<file path="config.mk">
export PLATFORM = sky130hd
export DESIGN_NAME = writeback_arbiter
export DESIGN_NICKNAME = d
export VERILOG_FILES = /design/src/rtl/wb_pkg.sv /design/src/rtl/wb_load_queue.sv /design/src/rtl/writeback_arbiter.sv
export SDC_FILE = /design/constraint.sdc
export NUM_CORES = 1
export LEC_CHECK = 0
export BUFFER_PORTS_ARGS = -buffer_cell sky130_fd_sc_hd__buf_2
export CORE_UTILIZATION = 30
export CTS_BUF_LIST = sky130_fd_sc_hd__clkbuf_16
export CTS_CLUSTER_SIZE = 10
export DETAILED_ROUTE_END_ITERATION = 8
export PLACE_DENSITY = 0.5
export SLEW_MARGIN = 0
export SYNTH_ARGS = -nofsm -noshare
export SYNTH_HDL_FRONTEND = slang
export SYNTH_SLANG_ARGS = --single-unit
</file>
<file path="constraint.sdc">
create_clock -name clock -period 3.9 [get_ports clock]
set_input_delay 0.78 -clock clock [delete_from_list [all_inputs] [get_ports clock]]
set_output_delay 0.78 -clock clock [all_outputs]
set_load 0.02 [all_outputs]
</file>
<file path="src/rtl/wb_pkg.sv">
// rtl/wb_pkg.sv - shared widths and load-queue entry type for the writeback arbiter
package wb_pkg;
    localparam int XLEN       = 32;
    localparam int REG_ADDR_W = 5;
    localparam int REG_COUNT  = 32;

    typedef struct packed {
        logic [REG_ADDR_W-1:0] rd;
        logic [XLEN-1:0]       data;
        logic                  live;
    } wb_entry_t;
endpackage

</file>
<file path="src/rtl/wb_load_queue.sv">
// rtl/wb_load_queue.sv - in-order load result FIFO with squash-by-rd and pending-destination mask
module wb_load_queue
    import wb_pkg::*;
#(
    parameter int DEPTH = 4
) (
    input  logic                  clock,
    input  logic                  reset,
    input  logic                  i_push,
    input  wb_entry_t             i_push_entry,
    input  logic                  i_pop,
    input  logic                  i_squash_valid,
    input  logic [REG_ADDR_W-1:0] i_squash_rd,
    output wb_entry_t             o_head,
    output logic                  o_empty,
    output logic                  o_full,
    output logic [REG_COUNT-1:0]  o_pending_mask
);
    localparam int PTR_W = $clog2(DEPTH);
    localparam logic [PTR_W:0] FULL_COUNT = (PTR_W+1)'(DEPTH);

    wb_entry_t        r_mem [DEPTH];
    logic [PTR_W-1:0] r_head;
    logic [PTR_W-1:0] r_tail;
    logic [PTR_W:0]   r_count;

    always_ff @(posedge clock) begin
        if (reset) begin
            r_head  <= '0;
            r_tail  <= '0;
            r_count <= '0;
            for (int i = 0; i < DEPTH; i++) begin
                r_mem[i].live <= 1'b0;
            end
        end else begin
            for (int i = 0; i < DEPTH; i++) begin
                if (i_squash_valid && (r_mem[i].rd == i_squash_rd)) begin
                    r_mem[i].live <= 1'b0;
                end
            end
            // Popped slots drop their live bit so the mask can scan every slot blindly.
            if (i_pop) begin
                r_mem[r_head].live <= 1'b0;
                r_head             <= r_head + 1'b1;
            end
            if (i_push) begin
                r_mem[r_tail] <= i_push_entry;
                r_tail        <= r_tail + 1'b1;
            end
            case ({i_push, i_pop})
                2'b10:   r_count <= r_count + 1'b1;
                2'b01:   r_count <= r_count - 1'b1;
                default: r_count <= r_count;
            endcase
        end
    end

    assign o_head  = r_mem[r_head];
    assign o_empty = (r_count == '0);
    assign o_full  = (r_count == FULL_COUNT);

    always_comb begin
        o_pending_mask = '0;
        if (!reset) begin
            for (int i = 0; i < DEPTH; i++) begin
                if (r_mem[i].live) begin
                    o_pending_mask[r_mem[i].rd] = 1'b1;
                end
            end
        end
        o_pending_mask[0] = 1'b0;
    end
endmodule

</file>
<file path="src/rtl/writeback_arbiter.sv">
// rtl/writeback_arbiter.sv - merges ALU and load results onto the single register-file write port
module writeback_arbiter
    import wb_pkg::*;
#(
    parameter int DEPTH = 4,
    parameter int XLEN  = wb_pkg::XLEN
) (
    input  logic                  clock,
    input  logic                  reset,
    input  logic                  i_alu_valid,
    input  logic [REG_ADDR_W-1:0] i_alu_rd,
    input  logic [XLEN-1:0]       i_alu_data,
    input  logic                  i_load_valid,
    output logic                  o_load_ready,
    input  logic [REG_ADDR_W-1:0] i_load_rd,
    input  logic [XLEN-1:0]       i_load_data,
    output logic                  o_rf_write_enable,
    output logic [REG_ADDR_W-1:0] o_rf_addr_rd,
    output logic [XLEN-1:0]       o_rf_data_rd,
    output logic [REG_COUNT-1:0]  o_pending_mask
);
    wb_entry_t w_head;
    wb_entry_t w_push_entry;
    logic      w_empty;
    logic      w_full;
    logic      w_load_fire;
    logic      w_alu_write;
    logic      w_squash_hit;
    logic      w_head_pop;
    logic      w_head_write;
    logic      w_bypass;
    logic      w_discard;
    logic      w_push;

    logic                  r_rf_write_enable;
    logic [REG_ADDR_W-1:0] r_rf_addr_rd;
    logic [XLEN-1:0]       r_rf_data_rd;

    assign o_load_ready = !reset && !w_full;
    assign w_load_fire  = i_load_valid && o_load_ready;
    assign w_alu_write  = i_alu_valid && (i_alu_rd != '0);

    // A same-cycle load to the ALU's rd is older, so its value is dead on arrival.
    assign w_squash_hit = w_alu_write && w_load_fire && (i_load_rd == i_alu_rd);

    // Dead heads drain even under ALU traffic; live heads wait for a free slot.
    assign w_head_pop   = !w_empty && (!w_head.live || !i_alu_valid);
    assign w_head_write = w_head_pop && w_head.live;
    assign w_bypass     = w_load_fire && w_empty && !i_alu_valid && (i_load_rd != '0);
    assign w_discard    = w_empty && w_squash_hit;
    assign w_push       = w_load_fire && !w_bypass && !w_discard;

    assign w_push_entry = '{rd: i_load_rd, data: i_load_data,
                            live: !w_squash_hit && (i_load_rd != '0)};

    wb_load_queue #(.DEPTH(DEPTH)) u_load_queue (
        .clock          (clock),
        .reset          (reset),
        .i_push         (w_push),
        .i_push_entry   (w_push_entry),
        .i_pop          (w_head_pop),
        .i_squash_valid (w_alu_write),
        .i_squash_rd    (i_alu_rd),
        .o_head         (w_head),
        .o_empty        (w_empty),
        .o_full         (w_full),
        .o_pending_mask (o_pending_mask)
    );

    always_ff @(posedge clock) begin
        if (reset) begin
            r_rf_write_enable <= 1'b0;
            r_rf_addr_rd      <= '0;
            r_rf_data_rd      <= '0;
        end else begin
            r_rf_write_enable <= w_alu_write || w_head_write || w_bypass;
            if (w_alu_write) begin
                r_rf_addr_rd <= i_alu_rd;
                r_rf_data_rd <= i_alu_data;
            end else if (w_head_write) begin
                r_rf_addr_rd <= w_head.rd;
                r_rf_data_rd <= w_head.data;
            end else if (w_bypass) begin
                r_rf_addr_rd <= i_load_rd;
                r_rf_data_rd <= i_load_data;
            end
        end
    end

    assign o_rf_write_enable = r_rf_write_enable;
    assign o_rf_addr_rd      = r_rf_addr_rd;
    assign o_rf_data_rd      = r_rf_data_rd;
endmodule

</file>
==> impl_metrics.toml, run 1 <==
[sta]
skew_ns = 0.0221
finalHoldViolCount = 0
relSlewSlack_pct = 21.2
rsz0062_at_grt = "no"
max_freq_ghz = 0.324
fin_crit_ns = 3.09
drv_slew = 0
worstMarginPinSlew_ns = 1.18
setup_tns_ns = 0
whs_ns = 0.449
post-route-period-util_pct = 79.2
setup-violations-final = 0

[final_layout]
syn_to_final_growth_pct = 18.4
fin_nets = 999
layout-drive-gt1-share_pct = 26.6
fill_cells = 3141

[min_path]
hold_end = "o_rf_data_rd[8]"
holdPathStages = 2
hp-class = "reg -> reg"
min_from = "o_rf_data_rd[8]"

[detailed_routing]
via_count = 6982
drt_drc_violations_left = 0
totalWireLength_mm = 26.5
final_antenna_net_count = 0
drt-initial-drc-count = 565
routedWlPerCell_um = 20.0
detail_route.first_pass.iterations = 6
viasPerCell = 5.26

[logic_synthesis]
ys_types = 52
synth_top_area_share_pct = 47.4
synth_ff_type = "edfxtp_1"
synth_edf_count = 152
syn_nets = 879
ys_async_sr_fraction_pct = 0
synthTopCellsByArea = "edfxtp_1 47%, dfxtp_1 9.8%, mux4_2 8.9%"
synth-seq-cells = 199
syn-cell-area_sq_um = 9620
syn_area_per_cell_sq_um = 12.2
synth_warnings = 0
yosysSeqAreaShare_pct = 57.2
syn_inst = 791
yosys.area.top_type = "edfxtp_1"

[place]
place.gp.congestion = 0.827
io_buffers = 147
dp_hpwl_mm = 17.3

[floorplanning]
rows = 65
fp.dieH_um = 181
die_width_um = 181
initial_utilization_pct = 30.5
die_area_sq_um = 32800
core-area_sq_um = 31600
io_pins = 149

[flow_run]
drv_cap = 0

[critical_path]
reg2reg_from = "u_load_queue.r_mem[0][0]"
start_kind = "register"
cpMaxStageDelayCell = "a21oi_1"
r2r_cells = 8
crit_top_cell = "a21oi_1"
crit_path_end_kind = "register"
critical_path_arrival_ns = 3.44
r2r_slack_ns = 0.81
r2r-end = "u_load_queue.r_count[2]"
crit_type = "reg -> reg"
path_cells = "mux4_2 -> a21oi_1 -> ha_1 -> inv_1 -> fa_1 -> xor2_1 -> or3_1 -> a21oi_1"
crit_fanout = 8
cp_slowest_stage_delay_ns = 0.59
crit_required_ns = 4.26

[power]
power_density_nw_per_um2 = 523
p_leak_uw = 0.00405
peakVddDrop_v = 0.000306

[grt]
grt_util_met2_pct = 27.4
grt_use_total_pct = 16.3
grt-busiest-layer = "met2"
grt_max_degree = 80
grt_pass1_vias = 6971
grt_util_met3_pct = 2.92
antenna_found_initial = 4
grtUsageMet1_pct = 21.2
grt_overflow_total = 0
grt_pass1_wl_mm = 41.0

[clock_tree]
ctsResizeCount = 0
cts_num_sinks = 199
cts_tree = "yes"
clk-insertion-delay-late_ns = 0.44
cts_root_buf = "clkbuf_16"
cts_made_buffers = 17
hold_buffers = 0
cts-htree-levels = 4
clkTransAtPathRegs_ns = 0.07
post-cts-setup-buffers = 0
clock_path_buffers = 2

[outcome]
outcome = "finished, final reports clean"
==> metrics by stage <==
stage	power (uW)	instance area (sq um)	utilization, %	std cells	worst slack, ns
finish	5960	11400	36.1	1327	0.813
global route	6260	11400	36.1	1327	0.577
CTS	6040	11400	36.1	1326	0.796
detailed placement	4260	10800	34.2	1294	0.732
global placement	4260	10800	34.2	1294	0.767
floorplan	3780	9620	-	791	0.543
==> cells in the final DEF, fill, tap and decap left out, drive strengths merged, types with 4 or more instances in the layout <==
cell type,Yosys,final
a22o,5,5
nor4,4,4
and2,6,6
a2bb2oi,5,5
a22oi,23,23
clkinv,0,6
ha,9,9
a221oi,17,17
xor2,13,13
nand2,79,79
nand3b,7,7
dfxtp,47,47
clkbuf,41,17
nand3,12,12
nor3b,14,14
mux2i,5,5
mux4,38,38
nor3,40,40
inv,11,16
o22ai,15,15
xnor2,15,15
a211o,32,32
buf,22,164
edfxtp,152,152
and3,11,11
o21ai,4,4
nor2,75,75
and3b,4,4
a2111o,4,4
a21oi,55,55
==> Yosys cell counts (12+ instances only) <==
cell type / n
o22ai_1: 15
nand2_1: 79
nor2_1: 75
nand3_1: 12
dfxtp_1: 47
edfxtp_1: 152
nor3_1: 40
a21oi_1: 55
nor3b_1: 14
a22oi_1: 23
mux4_2: 38
a221oi_1: 17
clkbuf_1: 40
a211o_1: 32
buf_2: 16
xnor2_1: 15
xor2_1: 13
==> power by group <==
part / leakage [uW] / switching, uW / internal, uW
Clock: 0.000298 / 772 / 1000
Combinational: 0.00198 / 910 / 691
Sequential: 0.00177 / 112 / 2470
Total: 0.00405 / 1790 / 4160
==> critical path, delay by kind of cell (launching register included) <==
family / cells / cell delay, ns
AOI/OAI and AO/OA: 2 / 0.73
adders and majority gates: 2 / 0.66
muxes: 1 / 0.57
DFF: 1 / 0.53
and+or+nand+nor: 1 / 0.31
xor gates and xnor gates: 1 / 0.15
buffers and inverters: 1 / 0.06
==> state kept, by name, summed over array words and instances, names as in the netlist, named ones only <==
| register | flops |
|---|---|
| u_load_queue.r_mem | 152 |
| o_rf_data_rd | 32 |
| o_rf_addr_rd | 5 |
| u_load_queue.r_count | 3 |
| u_load_queue.r_head | 2 |
| u_load_queue.r_tail | 2 |
| o_rf_write_enable | 1 |
==> how the worst max path moves through the flow <==
| stage | from | end | cells after the start |
|---|---|---|---|
| 2_1_floorplan | i_alu_rd[3] | u_load_queue.r_mem[0][0] | 6 |
| 3_3_place_gp | i_alu_rd[1] | o_rf_addr_rd[2] | 8 |
| 3_5_place_dp | i_alu_rd[1] | u_load_queue.r_count[2] | 12 |
| 4_1_cts | u_load_queue.r_mem[0][0] | u_load_queue.r_count[2] | 8 |
| 5_1_grt | u_load_queue.r_mem[0][0] | u_load_queue.r_count[2] | 8 |
| 6_report | u_load_queue.r_mem[0][0] | u_load_queue.r_count[2] | 8 |
==> cells by family (layout without fill, tap and decap cells) <==
group | count (synthesis) | count (layout) | share of synthesized area [%]
simple gates | 266 | 266 | 13.2
flops | 199 | 199 | 57.2
compound gates | 170 | 170 | 12.7
buf+inv | 74 | 207 | 3.46
mux | 43 | 43 | 9.42
xor+xnor | 28 | 28 | 2.55
fa+ha+maj | 10 | 10 | 1.38
other cells | 1 | 2 | 0.0390
==> final cells by class <==
class | count | area [sq um] | area share, %
clock inverter | 15 | 164 | 1.44
tap | 402 | 503 | 4.42
inverter | 11 | 41.3 | 0.363
antenna | 1 | 2.50 | 0.0220
clock buffer | 17 | 425 | 3.74
timing repair buffer | 164 | 938 | 8.24
sequential | 199 | 5510 | 48.4
multi-input combinational | 518 | 3800 | 33.4
==> metal layers <==
layer	vias to the layer above	wire length [um]
li1	3260	-
met1	3470	11900
met2	214	12800
met3	32	1320
met4	6	395
met5	-	41
(Power assumes the default switching activity.)
==> run 2, diff against run 1 <==
--- a/config.mk
+++ b/config.mk
@@ -5,12 +5,13 @@
 export SDC_FILE = /design/constraint.sdc
 export NUM_CORES = 1
 export LEC_CHECK = 0
+export ABC_AREA = 1
 export BUFFER_PORTS_ARGS = -buffer_cell sky130_fd_sc_hd__buf_2
 export CORE_UTILIZATION = 30
 export CTS_BUF_LIST = sky130_fd_sc_hd__clkbuf_16
 export CTS_CLUSTER_SIZE = 10
 export DETAILED_ROUTE_END_ITERATION = 8
-export PLACE_DENSITY = 0.5
+export PLACE_DENSITY = 0.51
 export SLEW_MARGIN = 0
 export SYNTH_ARGS = -nofsm -noshare
 export SYNTH_HDL_FRONTEND = slang
==> constraint.sdc (replaced) <==
create_clock -name clock -period 2.8 [get_ports clock]
set_input_delay 0.56 -clock clock [delete_from_list [all_inputs] [get_ports clock]]
set_output_delay 0.56 -clock clock [all_outputs]
set_load 0.02 [all_outputs]
==> impl_metrics.toml, run 2 <==
[logic_synthesis]
syn_nets = 1439
synth_top_area_share_pct = 42.2
syn_inst = 1351
synth_warnings = 0
ys_async_sr_fraction_pct = 0
synth-seq-cells = 199
synth_ff_type = "edfxtp_1"
synthTopCellsByArea = "edfxtp_1 42%, nand2_1 15%, dfxtp_1 8.7%"
yosysSeqAreaShare_pct = 50.9
yosys.area.top_type = "edfxtp_1"
synthTopCellsByCount = "420 x nand2_1, 157 x inv_1, 152 x edfxtp_1"
syn-cell-area_sq_um = 10800
syn_area_per_cell_sq_um = 8.00
yosysMostFrequentCell = "nand2_1"
ys_types = 31
synth_edf_count = 152

[sta]
relSlewSlack_pct = 55.2
worstMarginPinSlew_ns = 0.672
setup-violations-final = 0
skew_ns = 0.00957
setup_tns_ns = 0
drv_slew = 0
max_freq_ghz = 0.367
fin_crit_ns = 2.73
post-route-period-util_pct = 97.4
finalHoldViolCount = 0

[power]
power_density_nw_per_um2 = 741
power_frac_comb_pct = 32.7
share_clk_of_total_power_pct = 28.2
p_leak_uw = 0.00559
switching_share_pct = 36.6
seq_power_share_pct = 39.1
switchingPower_uw = 3450
intPower_uw = 5970
finalPower_uw = 9420
peakVddDrop_v = 0.000472

[grt]
antenna_found_initial = 4
grt_pass1_wl_mm = 52.4
grt_pass1_vias = 9012
grt_use_total_pct = 18.8
grt_overflow_total = 0
grt_max_degree = 59

[clock_tree]
cts_tree = "yes"
cts-htree-levels = 4
cts_root_buf = "clkbuf_16"
cts_made_buffers = 17
cts_num_sinks = 199
clk-insertion-delay-late_ns = 0.43
post-cts-setup-buffers = 0
clkTransAtPathRegs_ns = 0.07
clock_path_buffers = 2

[detailed_routing]
via_count = 9542
viasPerCell = 4.90
detail_route.first_pass.iterations = 5
drt-initial-drc-count = 739
routedWlPerCell_um = 17.7
totalWireLength_mm = 34.4
final_antenna_net_count = 0
drt_drc_violations_left = 0

[critical_path]
crit_fanout = 8
crit_type = "reg -> out"
crit_path_end_kind = "output port"
critical_path_arrival_ns = 2.17
start_kind = "register"
crit_required_ns = 2.24

[final_layout]
fill_cells = 3715
layout-drive-gt1-share_pct = 17.6
top_register = "u_load_queue.r_mem"
fin_nets = 1561
layout_common_cells = "420 x nand2_1, 155 x inv_1, 152 x edfxtp_1"
syn_to_final_growth_pct = 17.7
fin_area_sq_um = 12700
largest_register_ffs = 152
layout_commonest_cell = "nand2_1"

[outcome]
outcome = "finished, final reports clean"

[floorplanning]
io_pins = 149
core-area_sq_um = 35500
die_area_sq_um = 36800
die_width_um = 192
rows = 69
fp.dieH_um = 192
initial_utilization_pct = 30.5

[place]
placed_cell_area_sq_um = 12100
io_buffers = 147
dp_hpwl_mm = 22.7
place.gp.congestion = 0.954

[min_path]
hp-class = "in -> reg"

[flow_run]
drv_cap = 0
[run 2: stage by stage]
stage | std cells | setup WS [ns] | util [%] | hold WS (ns)
final | 1948 | 0.0716 | 35.9 | 0.356
after global routing | 1948 | -0.0260 | 35.9 | 0.347
after CTS | 1947 | 0.0253 | 35.8 | 0.337
after detailed placement | 1915 | 0.214 | 34.0 | 0.509
after global placement | 1915 | 0.193 | 34.0 | 0.513
after floorplan | 1351 | 0.236 | - | 0.479
[run 2: worst max-delay path, cell delays in order, from the launching register on]
cell	delay (ns)
edfxtp_1	0.61
inv_1	0.15
nor3_1	0.32
inv_1	0.11
o22ai_1	0.13
nor2_1	0.10
a21oi_1	0.13
buf_2	0.18
[run 2: cell families (layout without fill, tap and decap cells)]
group | after synthesis | in the layout | share of synthesized area (%)
fa+ha+maj | 10 | 10 | 1.23
buf+inv | 257 | 392 | 9.96
simple gates | 747 | 747 | 30.1
compound gates | 121 | 121 | 6.47
flops | 199 | 199 | 50.9
xor+xnor | 16 | 16 | 1.30
other cells | 1 | 2 | 0.0347
[run 2: what timing repair did]
action	4_1_cts	5_1_grt
setup endpoints to repair	1	8
hold buffers	0	0
pin swaps	0	0
gates resized for setup	1	5
[run 2: cell type report]
type / instances / area [sq um] / area share (%)
clock buffers: 17 / 425 / 3.34
inverters: 168 / 631 / 4.96
clock inverters: 15 / 210 / 1.65
well taps: 461 / 577 / 4.53
diodes: 1 / 2.50 / 0.0197
flip-flops and latches: 199 / 5510 / 43.3
multi-input cells: 895 / 4260 / 33.5
repair buffers: 192 / 1110 / 8.73
[run 2: worst paths after layout]
check,startpoint,endpoint,slack (ns),cells after the start
max reg2reg,u_load_queue.r_count[1],u_load_queue.r_count[2],0.57,13
min,i_load_data[17],u_load_queue.r_mem[3][18],0.36,1
max,u_load_queue.r_mem[0][37],o_pending_mask[25],0.07,7
min reg2reg,u_load_queue.r_count[1],u_load_queue.r_count[1],0.53,2
[run 2: metal layers]
metal	part of all wire, %	track usage (%)
met4	1.4	4.67
met5	0.11	0
met3	5.0	2.96
met1	46	25.5
met2	47	31.1
[run 2: power by group through the flow]
stage               clock, uW  combinational [uW]  sequential, uW
CTS                      2720                3100            3680
finish                   2660                3080            3680
global placement            0                3080            3740
global route             2820                3450            3710
floorplan                   0                2000            3810
detailed placement          0                3090            3740
==> run 3, diff against run 2 <==
==> constraint.sdc (replaced) <==
create_clock -name clock -period 2.8 [get_ports clock]
set_input_delay 0.56 -clock clock [delete_from_list [all_inputs] [get_ports clock]]
set_output_delay 0.56 -clock clock [all_outputs]
set_load 0.1 [all_outputs]
==> impl_metrics.toml, run 3 (synthesized netlist as in run 2, its figures left out) <==
[clock_tree]
cts-htree-levels = 4
clkTransAtPathRegs_ns = 0.07
cts_made_buffers = 17
cts_tree = "yes"
cts_num_sinks = 199
cts_root_buf = "clkbuf_16"
clock_path_buffers = 2
clk-insertion-delay-late_ns = 0.44
hold_buffers = 0

[detailed_routing]
routedWlPerCell_um = 17.1
drt_drc_violations_left = 0
detail_route.first_pass.iterations = 5
viasPerCell = 4.85
drt-initial-drc-count = 550
final_antenna_net_count = 0
totalWireLength_mm = 33.5
via_count = 9506

[sta]
skew_ns = 0.0104
setup-violations-final = 0
finalHoldViolCount = 0
layout_setup_ws_ns = 0.0490
relSlewSlack_pct = 49.6
post-route-period-util_pct = 98.2
max_freq_ghz = 0.364
rsz0062_at_grt = "yes"
worstMarginPinSlew_ns = 0.756
drv_slew = 0
fin_crit_ns = 2.75

[grt]
grt_pass1_wl_mm = 51.2
grt_overflow_total = 0
grt_max_degree = 65
grt_use_total_pct = 18.4
grt_pass1_vias = 8833
antenna_found_initial = 3

[critical_path]
crit_fanout = 7
path_cells = "inv_1 -> nor3_1 -> nand2_1 -> a21oi_2 -> buf_4"
critical_path_arrival_ns = 2.19
crit_required_ns = 2.24
crit_family = "flip-flops"
crit_type = "reg -> out"
crit_path_end_kind = "output port"
crit_buf_inv = 2
cp_slowest_stage_delay_ns = 0.59
cpMaxStageDelayCell = "edfxtp_1"
r2r_slack_ns = 0.48
r2r_cells = 15
start_kind = "register"
r2r-end = "u_load_queue.r_count[2]"

[floorplanning]
die_area_sq_um = 36800
initial_utilization_pct = 30.5
io_pins = 149
die_width_um = 192
core-area_sq_um = 35500
fp.dieH_um = 192
rows = 69

[min_path]
hp-class = "in -> reg"
min_from = "i_load_data[21]"
hold_end = "u_load_queue.r_mem[3][22]"
holdPathStages = 1

[final_layout]
fin_cells = 1959
fin_nets = 1572
layout_commonest_cell = "nand2_1"
layout-drive-gt1-share_pct = 20.2
layout_common_cells = "420 x nand2_1, 156 x inv_1, 152 x edfxtp_1"
syn_to_final_growth_pct = 20.6
largest_register_ffs = 152
top_register = "u_load_queue.r_mem"

[place]
post-place-ws_ns = 0.174
io_buffers = 147
dp_hpwl_mm = 22.2
place.gp.congestion = 0.914
place_inst = 1915

[power]
p_leak_uw = 0.00560
seq_power_share_pct = 36.4
power_density_nw_per_um2 = 769
intPower_uw = 5740
switching_share_pct = 42.7
peakVddDrop_v = 0.000419
share_clk_of_total_power_pct = 24.0
power_frac_comb_pct = 39.5
switchingPower_uw = 4280
finalPower_uw = 10000

[flow_run]
drv_cap = 0

[outcome]
outcome = "finished, final reports clean"
run 3: cell count changes in the layout (fill, tap and decap cells not counted), sizes merged:
cell / change
buf: +8
clkinv: +5
bufinv: -3
clkbuf: +3
inv: -3
clkinvlp: +1
run 3: area by class of cell:
type	instances	area, sq um
clock inverter	15	139
antenna	1	2.50
clock buffer	17	425
fill	3651	22500
inverter	168	631
sequential	199	5510
tap	461	577
multi-input combinational	895	4430
timing repair buffer	203	1320
run 3: power groups by stage:
stage	Clock, uW	Sequential, uW	Combinational [uW]
after floorplan	0	4550	2100
after global placement	0	3710	3930
after detailed placement	0	3720	3950
after CTS	2460	3650	3980
after global routing	2580	3680	4340
final	2410	3650	3970
run 3: timing repair:
item,CTS,global route
setup buffers,2,9
pin swaps,0,0
hold endpoints to repair,0,0
endpoints found under the setup margin,26,30
gates resized for setup,25,15
run 3: through the flow:
stage,cell area (sq um),TNS (ns),hold WS (ns),utilization (%)
after floorplan,10900,0,0.479,-
after global placement,12200,0,0.509,34.5
after detailed placement,12200,0,0.515,34.5
after CTS,12900,0,0.325,36.3
after global routing,13000,-0.554,0.340,36.7
final,13000,0,0.350,36.7
run 3: worst max-delay path by stage:
| stage | from | to | cells after the start |
|---|---|---|---|
| 3_3_place_gp | i_alu_rd[1] | u_load_queue.r_count[2] | 15 |
| 3_5_place_dp | i_alu_rd[1] | u_load_queue.r_count[2] | 15 |
| 6_report | u_load_queue.r_mem[3][37] | o_pending_mask[29] | 5 |
| 2_1_floorplan | u_load_queue.r_mem[3][34] | o_pending_mask[17] | 3 |
| 4_1_cts | u_load_queue.r_mem[3][35] | o_pending_mask[5] | 5 |
| 5_1_grt | u_load_queue.r_mem[3][37] | o_pending_mask[28] | 5 |
run 3: per-layer routing:
metal	track usage, %	vias up	share of wire, %
met5	0	-	0.039
met4	5.77	2	1.7
met3	3.49	43	5.5
met2	30.3	276	48
met1	24.2	4454	45
li1	-	4731	-
